===== config.mk =====
export PLATFORM = sky130hd
export DESIGN_NAME = axi3_rd_arbiter_flat
export DESIGN_NICKNAME = d
export VERILOG_FILES = /design/src/rtl/axi3_rd_arbiter_if.sv /design/src/rtl/axi3_rd_arbiter.sv /design/src/flat_wrapper.sv
export SDC_FILE = /design/constraint.sdc
export NUM_CORES = 1
export LEC_CHECK = 0
export BUFFER_PORTS_ARGS = -buffer_cell sky130_fd_sc_hd__buf_2
export CORE_AREA = 2 2 252 254
export DETAILED_ROUTE_END_ITERATION = 8
export DIE_AREA = 0 0 254 256
export PLACE_DENSITY = 0.31
export SLEW_MARGIN = 20
export SYNTH_ARGS = -nofsm -noshare
export SYNTH_HDL_FRONTEND = slang
export SYNTH_SLANG_ARGS = --single-unit

===== constraint.sdc =====
create_clock -name aclk -period 2.15 [get_ports aclk]
set_input_delay 0.1075 -clock aclk [delete_from_list [all_inputs] [get_ports aclk]]
set_output_delay 0.1075 -clock aclk [all_outputs]
set_load 0.03 [all_outputs]

===== src/rtl/axi3_rd_arbiter_if.sv =====
// axi3_rd_arbiter_if: AXI3 read-address/read-data channel bundle for N lanes (N=1 for a single port)
interface axi3_rd_arbiter_if #(
  parameter int N      = 1,
  parameter int ID_W   = 4,
  parameter int ADDR_W = 32,
  parameter int DATA_W = 64
);
  logic [N-1:0][ID_W-1:0]   arid;
  logic [N-1:0][ADDR_W-1:0] araddr;
  logic [N-1:0][3:0]        arlen;
  logic [N-1:0][2:0]        arsize;
  logic [N-1:0][1:0]        arburst;
  logic [N-1:0][1:0]        arlock;
  logic [N-1:0][3:0]        arcache;
  logic [N-1:0][2:0]        arprot;
  logic [N-1:0]             arvalid;
  logic [N-1:0]             arready;
  logic [N-1:0][ID_W-1:0]   rid;
  logic [N-1:0][DATA_W-1:0] rdata;
  logic [N-1:0][1:0]        rresp;
  logic [N-1:0]             rlast;
  logic [N-1:0]             rvalid;
  logic [N-1:0]             rready;
  modport master (
    output arid, araddr, arlen, arsize, arburst, arlock, arcache, arprot, arvalid, rready,
    input  arready, rid, rdata, rresp, rlast, rvalid
  );
  modport slave (
    input  arid, araddr, arlen, arsize, arburst, arlock, arcache, arprot, arvalid, rready,
    output arready, rid, rdata, rresp, rlast, rvalid
  );
endinterface


===== src/rtl/axi3_rd_arbiter.sv =====
// axi3_rd_arbiter: round-robin N-to-1 AXI3 read arbiter; optional per-master outstanding limit via AXI3_RD_ARB_OUTSTD_LIMIT_EN
module axi3_rd_arbiter #(
  parameter int NUM_MST    = 4,
  parameter int ID_WIDTH   = 4,
  parameter int ADDR_WIDTH = 32,
  parameter int DATA_WIDTH = 64,
  parameter int MAX_OUTSTD = 4
) (
  input  logic             aclk,
  input  logic             areset_n,
  axi3_rd_arbiter_if.slave  s,
  axi3_rd_arbiter_if.master m,
  output logic             r_dec_err
);
  localparam int IDX_W = $clog2(NUM_MST);
  localparam logic [IDX_W:0] NUM = (IDX_W+1)'(NUM_MST);
  if (NUM_MST < 2 || NUM_MST > 16 || MAX_OUTSTD < 1) begin : g_bad_param
    $error("axi3_rd_arbiter: parameter out of range");
  end
  typedef enum logic {IDLE, BUSY} state_t;
  state_t state;
  logic [IDX_W-1:0] rr_ptr, win, r_idx;
  logic [IDX_W:0] j;
  logic [NUM_MST-1:0] full, eligible;
  logic any, r_hit;
`ifdef AXI3_RD_ARB_OUTSTD_LIMIT_EN
  localparam int CW = $clog2(MAX_OUTSTD+1);
  logic [NUM_MST-1:0][CW-1:0] cnt;
  // a master at its outstanding ceiling is hidden from arbitration
  always_comb begin
    full = '0;
    for (int i = 0; i < NUM_MST; i++) full[i] = cnt[i] == CW'(MAX_OUTSTD);
  end
  // accept raises, last-beat handshake lowers; both together cancel out
  always_ff @(posedge aclk) begin
    if (!areset_n) cnt <= '0;
    else
      for (int i = 0; i < NUM_MST; i++) begin
        if (s.arready[i] && !(s.rvalid[i] && s.rready[i] && m.rlast[0])) cnt[i] <= cnt[i] + 1'b1;
        else if (!s.arready[i] && s.rvalid[i] && s.rready[i] && m.rlast[0] && cnt[i] != '0) cnt[i] <= cnt[i] - 1'b1;
      end
  end
`else
  assign full = '0;
`endif
  assign eligible = s.arvalid & ~full;
  // pick the first eligible master at or after rr_ptr; the descending scan lets the nearest one win
  always_comb begin
    win = '0;
    any = 1'b0;
    j = '0;
    for (int i = NUM_MST-1; i >= 0; i--) begin
      j = {1'b0, rr_ptr} + (IDX_W+1)'(i);
      j = j >= NUM ? j - NUM : j;
      if (eligible[j[IDX_W-1:0]]) begin
        win = j[IDX_W-1:0];
        any = 1'b1;
      end
    end
  end
  // upstream handshake completes in the same cycle the winner is chosen
  always_comb begin
    s.arready = '0;
    if (state == IDLE && any) s.arready[win] = 1'b1;
  end
  // AR FSM: capture winner payload in IDLE, present it downstream in BUSY until accepted
  always_ff @(posedge aclk) begin
    if (!areset_n) begin
      state     <= IDLE;
      rr_ptr    <= '0;
      m.arvalid <= '0;
      m.arid    <= '0;
      m.araddr  <= '0;
      m.arlen   <= '0;
      m.arsize  <= '0;
      m.arburst <= '0;
      m.arlock  <= '0;
      m.arcache <= '0;
      m.arprot  <= '0;
    end else begin
      case (state)
        IDLE: if (any) begin
          state     <= BUSY;
          rr_ptr    <= win == IDX_W'(NUM_MST-1) ? '0 : win + 1'b1;
          m.arvalid <= 1'b1;
          m.arid    <= {win, s.arid[win][ID_WIDTH-1:0]};
          m.araddr  <= s.araddr[win][ADDR_WIDTH-1:0];
          m.arlen   <= s.arlen[win];
          m.arsize  <= s.arsize[win];
          m.arburst <= s.arburst[win];
          m.arlock  <= s.arlock[win];
          m.arcache <= s.arcache[win];
          m.arprot  <= s.arprot[win];
        end
        BUSY: if (m.arready[0]) begin
          state     <= IDLE;
          m.arvalid <= 1'b0;
        end
        default: state <= IDLE;
      endcase
    end
  end
  assign r_idx = m.rid[0][ID_WIDTH+IDX_W-1:ID_WIDTH];
  assign r_hit = {1'b0, r_idx} < NUM;
  assign s.rid   = {NUM_MST{m.rid[0][ID_WIDTH-1:0]}};
  assign s.rdata = {NUM_MST{m.rdata[0][DATA_WIDTH-1:0]}};
  assign s.rresp = {NUM_MST{m.rresp[0]}};
  assign s.rlast = {NUM_MST{m.rlast[0]}};
  // R steering by ID prefix; beats for non-existent masters are sunk
  always_comb begin
    s.rvalid = '0;
    if (r_hit) s.rvalid[r_idx] = m.rvalid[0];
    m.rready = r_hit ? s.rready[r_idx] : 1'b1;
  end
  // sticky decode-error flag, cleared only by reset
  always_ff @(posedge aclk) begin
    if (!areset_n) r_dec_err <= 1'b0;
    else if (m.rvalid[0] && !r_hit) r_dec_err <= 1'b1;
  end
endmodule


===== src/flat_wrapper.sv =====
// flat-port wrapper written by rule: the top's interface ports become plain ports
module axi3_rd_arbiter_flat 
#(
  parameter int NUM_MST    = 4,
  parameter int ID_WIDTH   = 4,
  parameter int ADDR_WIDTH = 32,
  parameter int DATA_WIDTH = 64,
  parameter int MAX_OUTSTD = 4
)
  (aclk, areset_n, r_dec_err, s_arid, s_araddr, s_arlen, s_arsize, s_arburst, s_arlock, s_arcache, s_arprot, s_arvalid, s_rready, s_arready, s_rid, s_rdata, s_rresp, s_rlast, s_rvalid, m_arid, m_araddr, m_arlen, m_arsize, m_arburst, m_arlock, m_arcache, m_arprot, m_arvalid, m_rready, m_arready, m_rid, m_rdata, m_rresp, m_rlast, m_rvalid);
  axi3_rd_arbiter_if #(.N(4), .ID_W(4), .ADDR_W(32), .DATA_W(64)) s_i ();
  axi3_rd_arbiter_if #(.N(1), .ID_W(6), .ADDR_W(32), .DATA_W(64)) m_i ();
  input  logic aclk;
  input  logic areset_n;
  output logic r_dec_err;
  input wire logic [$bits(s_i.arid)-1:0] s_arid;
  input wire logic [$bits(s_i.araddr)-1:0] s_araddr;
  input wire logic [$bits(s_i.arlen)-1:0] s_arlen;
  input wire logic [$bits(s_i.arsize)-1:0] s_arsize;
  input wire logic [$bits(s_i.arburst)-1:0] s_arburst;
  input wire logic [$bits(s_i.arlock)-1:0] s_arlock;
  input wire logic [$bits(s_i.arcache)-1:0] s_arcache;
  input wire logic [$bits(s_i.arprot)-1:0] s_arprot;
  input wire logic [$bits(s_i.arvalid)-1:0] s_arvalid;
  input wire logic [$bits(s_i.rready)-1:0] s_rready;
  output wire logic [$bits(s_i.arready)-1:0] s_arready;
  output wire logic [$bits(s_i.rid)-1:0] s_rid;
  output wire logic [$bits(s_i.rdata)-1:0] s_rdata;
  output wire logic [$bits(s_i.rresp)-1:0] s_rresp;
  output wire logic [$bits(s_i.rlast)-1:0] s_rlast;
  output wire logic [$bits(s_i.rvalid)-1:0] s_rvalid;
  output wire logic [$bits(m_i.arid)-1:0] m_arid;
  output wire logic [$bits(m_i.araddr)-1:0] m_araddr;
  output wire logic [$bits(m_i.arlen)-1:0] m_arlen;
  output wire logic [$bits(m_i.arsize)-1:0] m_arsize;
  output wire logic [$bits(m_i.arburst)-1:0] m_arburst;
  output wire logic [$bits(m_i.arlock)-1:0] m_arlock;
  output wire logic [$bits(m_i.arcache)-1:0] m_arcache;
  output wire logic [$bits(m_i.arprot)-1:0] m_arprot;
  output wire logic [$bits(m_i.arvalid)-1:0] m_arvalid;
  output wire logic [$bits(m_i.rready)-1:0] m_rready;
  input wire logic [$bits(m_i.arready)-1:0] m_arready;
  input wire logic [$bits(m_i.rid)-1:0] m_rid;
  input wire logic [$bits(m_i.rdata)-1:0] m_rdata;
  input wire logic [$bits(m_i.rresp)-1:0] m_rresp;
  input wire logic [$bits(m_i.rlast)-1:0] m_rlast;
  input wire logic [$bits(m_i.rvalid)-1:0] m_rvalid;
  assign s_i.arid = s_arid;
  assign s_i.araddr = s_araddr;
  assign s_i.arlen = s_arlen;
  assign s_i.arsize = s_arsize;
  assign s_i.arburst = s_arburst;
  assign s_i.arlock = s_arlock;
  assign s_i.arcache = s_arcache;
  assign s_i.arprot = s_arprot;
  assign s_i.arvalid = s_arvalid;
  assign s_i.rready = s_rready;
  assign s_arready = s_i.arready;
  assign s_rid = s_i.rid;
  assign s_rdata = s_i.rdata;
  assign s_rresp = s_i.rresp;
  assign s_rlast = s_i.rlast;
  assign s_rvalid = s_i.rvalid;
  assign m_arid = m_i.arid;
  assign m_araddr = m_i.araddr;
  assign m_arlen = m_i.arlen;
  assign m_arsize = m_i.arsize;
  assign m_arburst = m_i.arburst;
  assign m_arlock = m_i.arlock;
  assign m_arcache = m_i.arcache;
  assign m_arprot = m_i.arprot;
  assign m_arvalid = m_i.arvalid;
  assign m_rready = m_i.rready;
  assign m_i.arready = m_arready;
  assign m_i.rid = m_rid;
  assign m_i.rdata = m_rdata;
  assign m_i.rresp = m_rresp;
  assign m_i.rlast = m_rlast;
  assign m_i.rvalid = m_rvalid;
  axi3_rd_arbiter #(.NUM_MST(NUM_MST), .ID_WIDTH(ID_WIDTH), .ADDR_WIDTH(ADDR_WIDTH), .DATA_WIDTH(DATA_WIDTH), .MAX_OUTSTD(MAX_OUTSTD)) u_core (.aclk(aclk), .areset_n(areset_n), .s(s_i), .m(m_i), .r_dec_err(r_dec_err));
endmodule

==> results.md <==
- sw frac: 38.2%
- Congestion Overflow GR: 0
- RSZ-0062 raised after global routing: yes
- Post-Syn Instances: 643
- detailed-route via count: 4245
- commonest cells after routing, fill and taps aside: buf_2 (292), mux2i_1 (107), nand2_1 (66), dfxtp_1 (58), o221ai_2 (53)
- leakage power total: 3.04 nW
- biggest area contributors in the synthesized netlist: buf_4 (35%), dfxtp_1 (20%), mux2i_1 (18%)
- Routability Congestion: 0.660
- endpoint required time on the critical path: 2.40 ns
- maximum clock skew at final layout: 0.0143 ns
- CTS tree: yes
- fraction of power consumed by sequential logic: 27.6%
- cell row count: 92
- commonest register cell after synthesis: dfxtp_1
- antenna violations before repair: 0
- area grow syn2layout: 17.8%
- worst hold margin: 0.0454 ns
- fraction of the yosys area taken by sequential cells: 19.8%
- cell area after synthesis: 6060 µm²
- Worst Setup Slack post-DPL: 0.0514 ns
- DR vias/cell: 2.76
- Switch Pwr: 1.92 mW
- area of the core: 62400 µm²
- number of hold violations in the final report: 0
- number of setup violations in the final report: 0
- startpoint kind of the worst setup timing path: flip-flop
- setup slack after layout: 0.0844 ns
- power per unit of standard cell area: 703 nW/µm²
- classification of the worst setup path: reg -> reg
- Skew-Pair Late Insertion Delay: 0.38 ns
- via count of the first global-routing pass: 4725
- die width: 254 µm
- result of the run: finished, final reports clean
- Yosys cell types: 38
- DR pass1 iterations: 4
- HPWL after detailed placement: 15.2 mm
- total track usage: 6.05%
- number of top-level design ports: 652
- post-route antenna net violation count: 0
- internal reg-to-reg setup slack: 0.08 ns
- final-stage net count: 990
- Worst Path Arrival: 2.31 ns
- starting DRC count in detailed routing: 120
- relative contribution of the clock network to total power: 30.3%
- fill cell total of the finished layout: 7246
- clock root buffer: clkbuf_16
- final critical-path required period: 2.07 ns
- first-pass GRT wire length: 28.4 mm
- Detailed Route WL: 19.9 mm
- area enclosed by the die boundary: 65000 µm²
- diodes inserted: 0
- mean area per synthesized cell: 9.43 µm²
- Clock Sink Count: 60
- max-cap violation count: 0
- sort of element at the end of the critical path: flip-flop
- crit share post-route: 96.1%
- count of H-tree levels built during CTS: 3
- max-slew violation total from the final report: 0
- Yosys reg bits: 60
- EDFF count, synth: 0
- maximum buffer depth of the clock tree: 2
- CP max FO: 18
- Synth top area share: 35.3%
- pin count of the biggest net entering global routing: 29
- wire length per cell after detailed routing: 12.9 µm
- share of synthesized flip-flops with an asynchronous set or reset: 0%
- leading cell type in the layout, fill and taps excluded: buf_2
- vertical die dimension: 256 µm
- post-synth net total: 945
- worst-case vdd ir drop: 0.000398 V
- share of cells above drive strength 1: 59.2%
- cell taking the most area after synthesis: buf_4
- Starting Density: 9.71%
- worst hold path class: in -> reg
- remaining design rule violation count: 0
- Gate power share: 42.1%
- internal power of the cells: 3.10 mW
- maximum operating frequency: 484 MHz
- number of warnings printed during yosys synthesis: 0
- clock-pin slew on the worst setup and hold paths: 0.07 ns
- count of buffers inserted at the top-level ports: 295
- number of buffers inserted during clock tree synthesis: 9
==> sequential cells by signal, indices dropped and copies added (netlist names) <==
register          count
u_core.m.araddr      32
u_core.m.arid         6
u_core.m.arcache      4
u_core.m.arlen        4
u_core.m.arprot       3
u_core.m.arsize       3
u_core.m.arburst      2
u_core.m.arlock       2
u_core.rr_ptr         2
u_core.m.arvalid      1
u_core.state          1
==> final timing paths <==
path	startpoint	endpoint	cells after the start
hold / removal	s_araddr[9]	u_core.m.araddr[9]	3
setup / recovery	u_core.rr_ptr[0]	u_core.m.arprot[0]	8
hold reg to reg	u_core.m.araddr[19]	u_core.m.araddr[19]	2
setup reg to reg	u_core.rr_ptr[0]	u_core.m.arprot[0]	8
==> stage by stage <==
step	instance area, µm²	setup TNS (ns)	total power, mW	instances	util (%)
floorplan	6060	0	3.73	643	-
global placement	6510	0	3.42	1496	10.4
detailed placement	6510	0	3.42	1496	10.4
CTS	7130	0	5.21	1537	11.4
global route	7140	-0.00971	5.37	1537	11.4
finish	7140	0	5.02	1537	11.4
==> power groups by stage <==
| stage | clock network [mW] | logic [mW] | registers (mW) |
|---|---|---|---|
| floorplan | 0 | 2.01 | 1.72 |
| global placement | 0 | 2.01 | 1.41 |
| finish | 1.52 | 2.11 | 1.38 |
| global route | 1.69 | 2.27 | 1.41 |
| CTS | 1.66 | 2.16 | 1.39 |
| detailed placement | 0 | 2.01 | 1.41 |
==> worst max-delay path, stage by stage, from the launching register on <==
cell and delay, ns:
dfxtp_2 0.33, nor2b_1 0.06, or4b_4 0.54, nand2_8 0.12
buf_12 0.11, buf_12 0.16, buf_12 0.19, mux2i_1 0.28
o221ai_2 0.13
==> Yosys cell counts (2+ instances only) <==
library cell	instances
nor2b_1	4
dfxtp_1	60
buf_12	8
mux2i_1	107
and2_1	4
nand3_1	3
nand2_1	66
a21boi_1	3
buf_4	285
clkbuf_1	2
o221ai_2	53
buf_2	17
nor2_1	4
clkbuf_4	3
==> cells by family (layout without fill, tap and decap cells) <==
kind of cell / Yosys count / count (layout) / share of synthesized area, %
buffers and inverters: 317 / 365 / 40.2
multiplexers: 108 / 108 / 18.0
AO/OA/AOI/OAI: 63 / 63 / 14.4
flip-flops: 60 / 60 / 19.8
adder cells (fa/ha/maj): 1 / 1 / 0.206
AND/OR/NAND/NOR: 93 / 93 / 7.31
other: 1 / 1 / 0.0619
==> metal layers <==
metal | routed length (µm) | global-route usage [%] | up-vias
met5 | 0 | 0 | -
met4 | 985 | 3.94 | 0
met3 | 2230 | 3.42 | 85
met2 | 9550 | 10.1 | 283
met1 | 7110 | 5.63 | 1858
li1 | - | - | 2019
==> repair_timing <==
item | 4_1_cts | 5_1_grt
cloned | 1 | 0
setup buffers | 5 | 0
hold buffers | 21 | 0
endpoints found under the setup margin | 2 | 2
pin swaps | 3 | 0
gates resized for setup | 7 | 3
endpoints found under the hold margin | 15 | 0
==> final cells by class <==
cell class                 count  area (µm²)  area share [%]
clock buffer                  12         267            3.73
clock inverter                 2        10.0           0.140
inverter                       1        3.75          0.0526
multi-input combinational    266        2450            34.3
sequential                    60        1200            16.9
tap                          846        1060            14.8
timing repair buffer         350        2150            30.1
(Power assumes the default switching activity.)
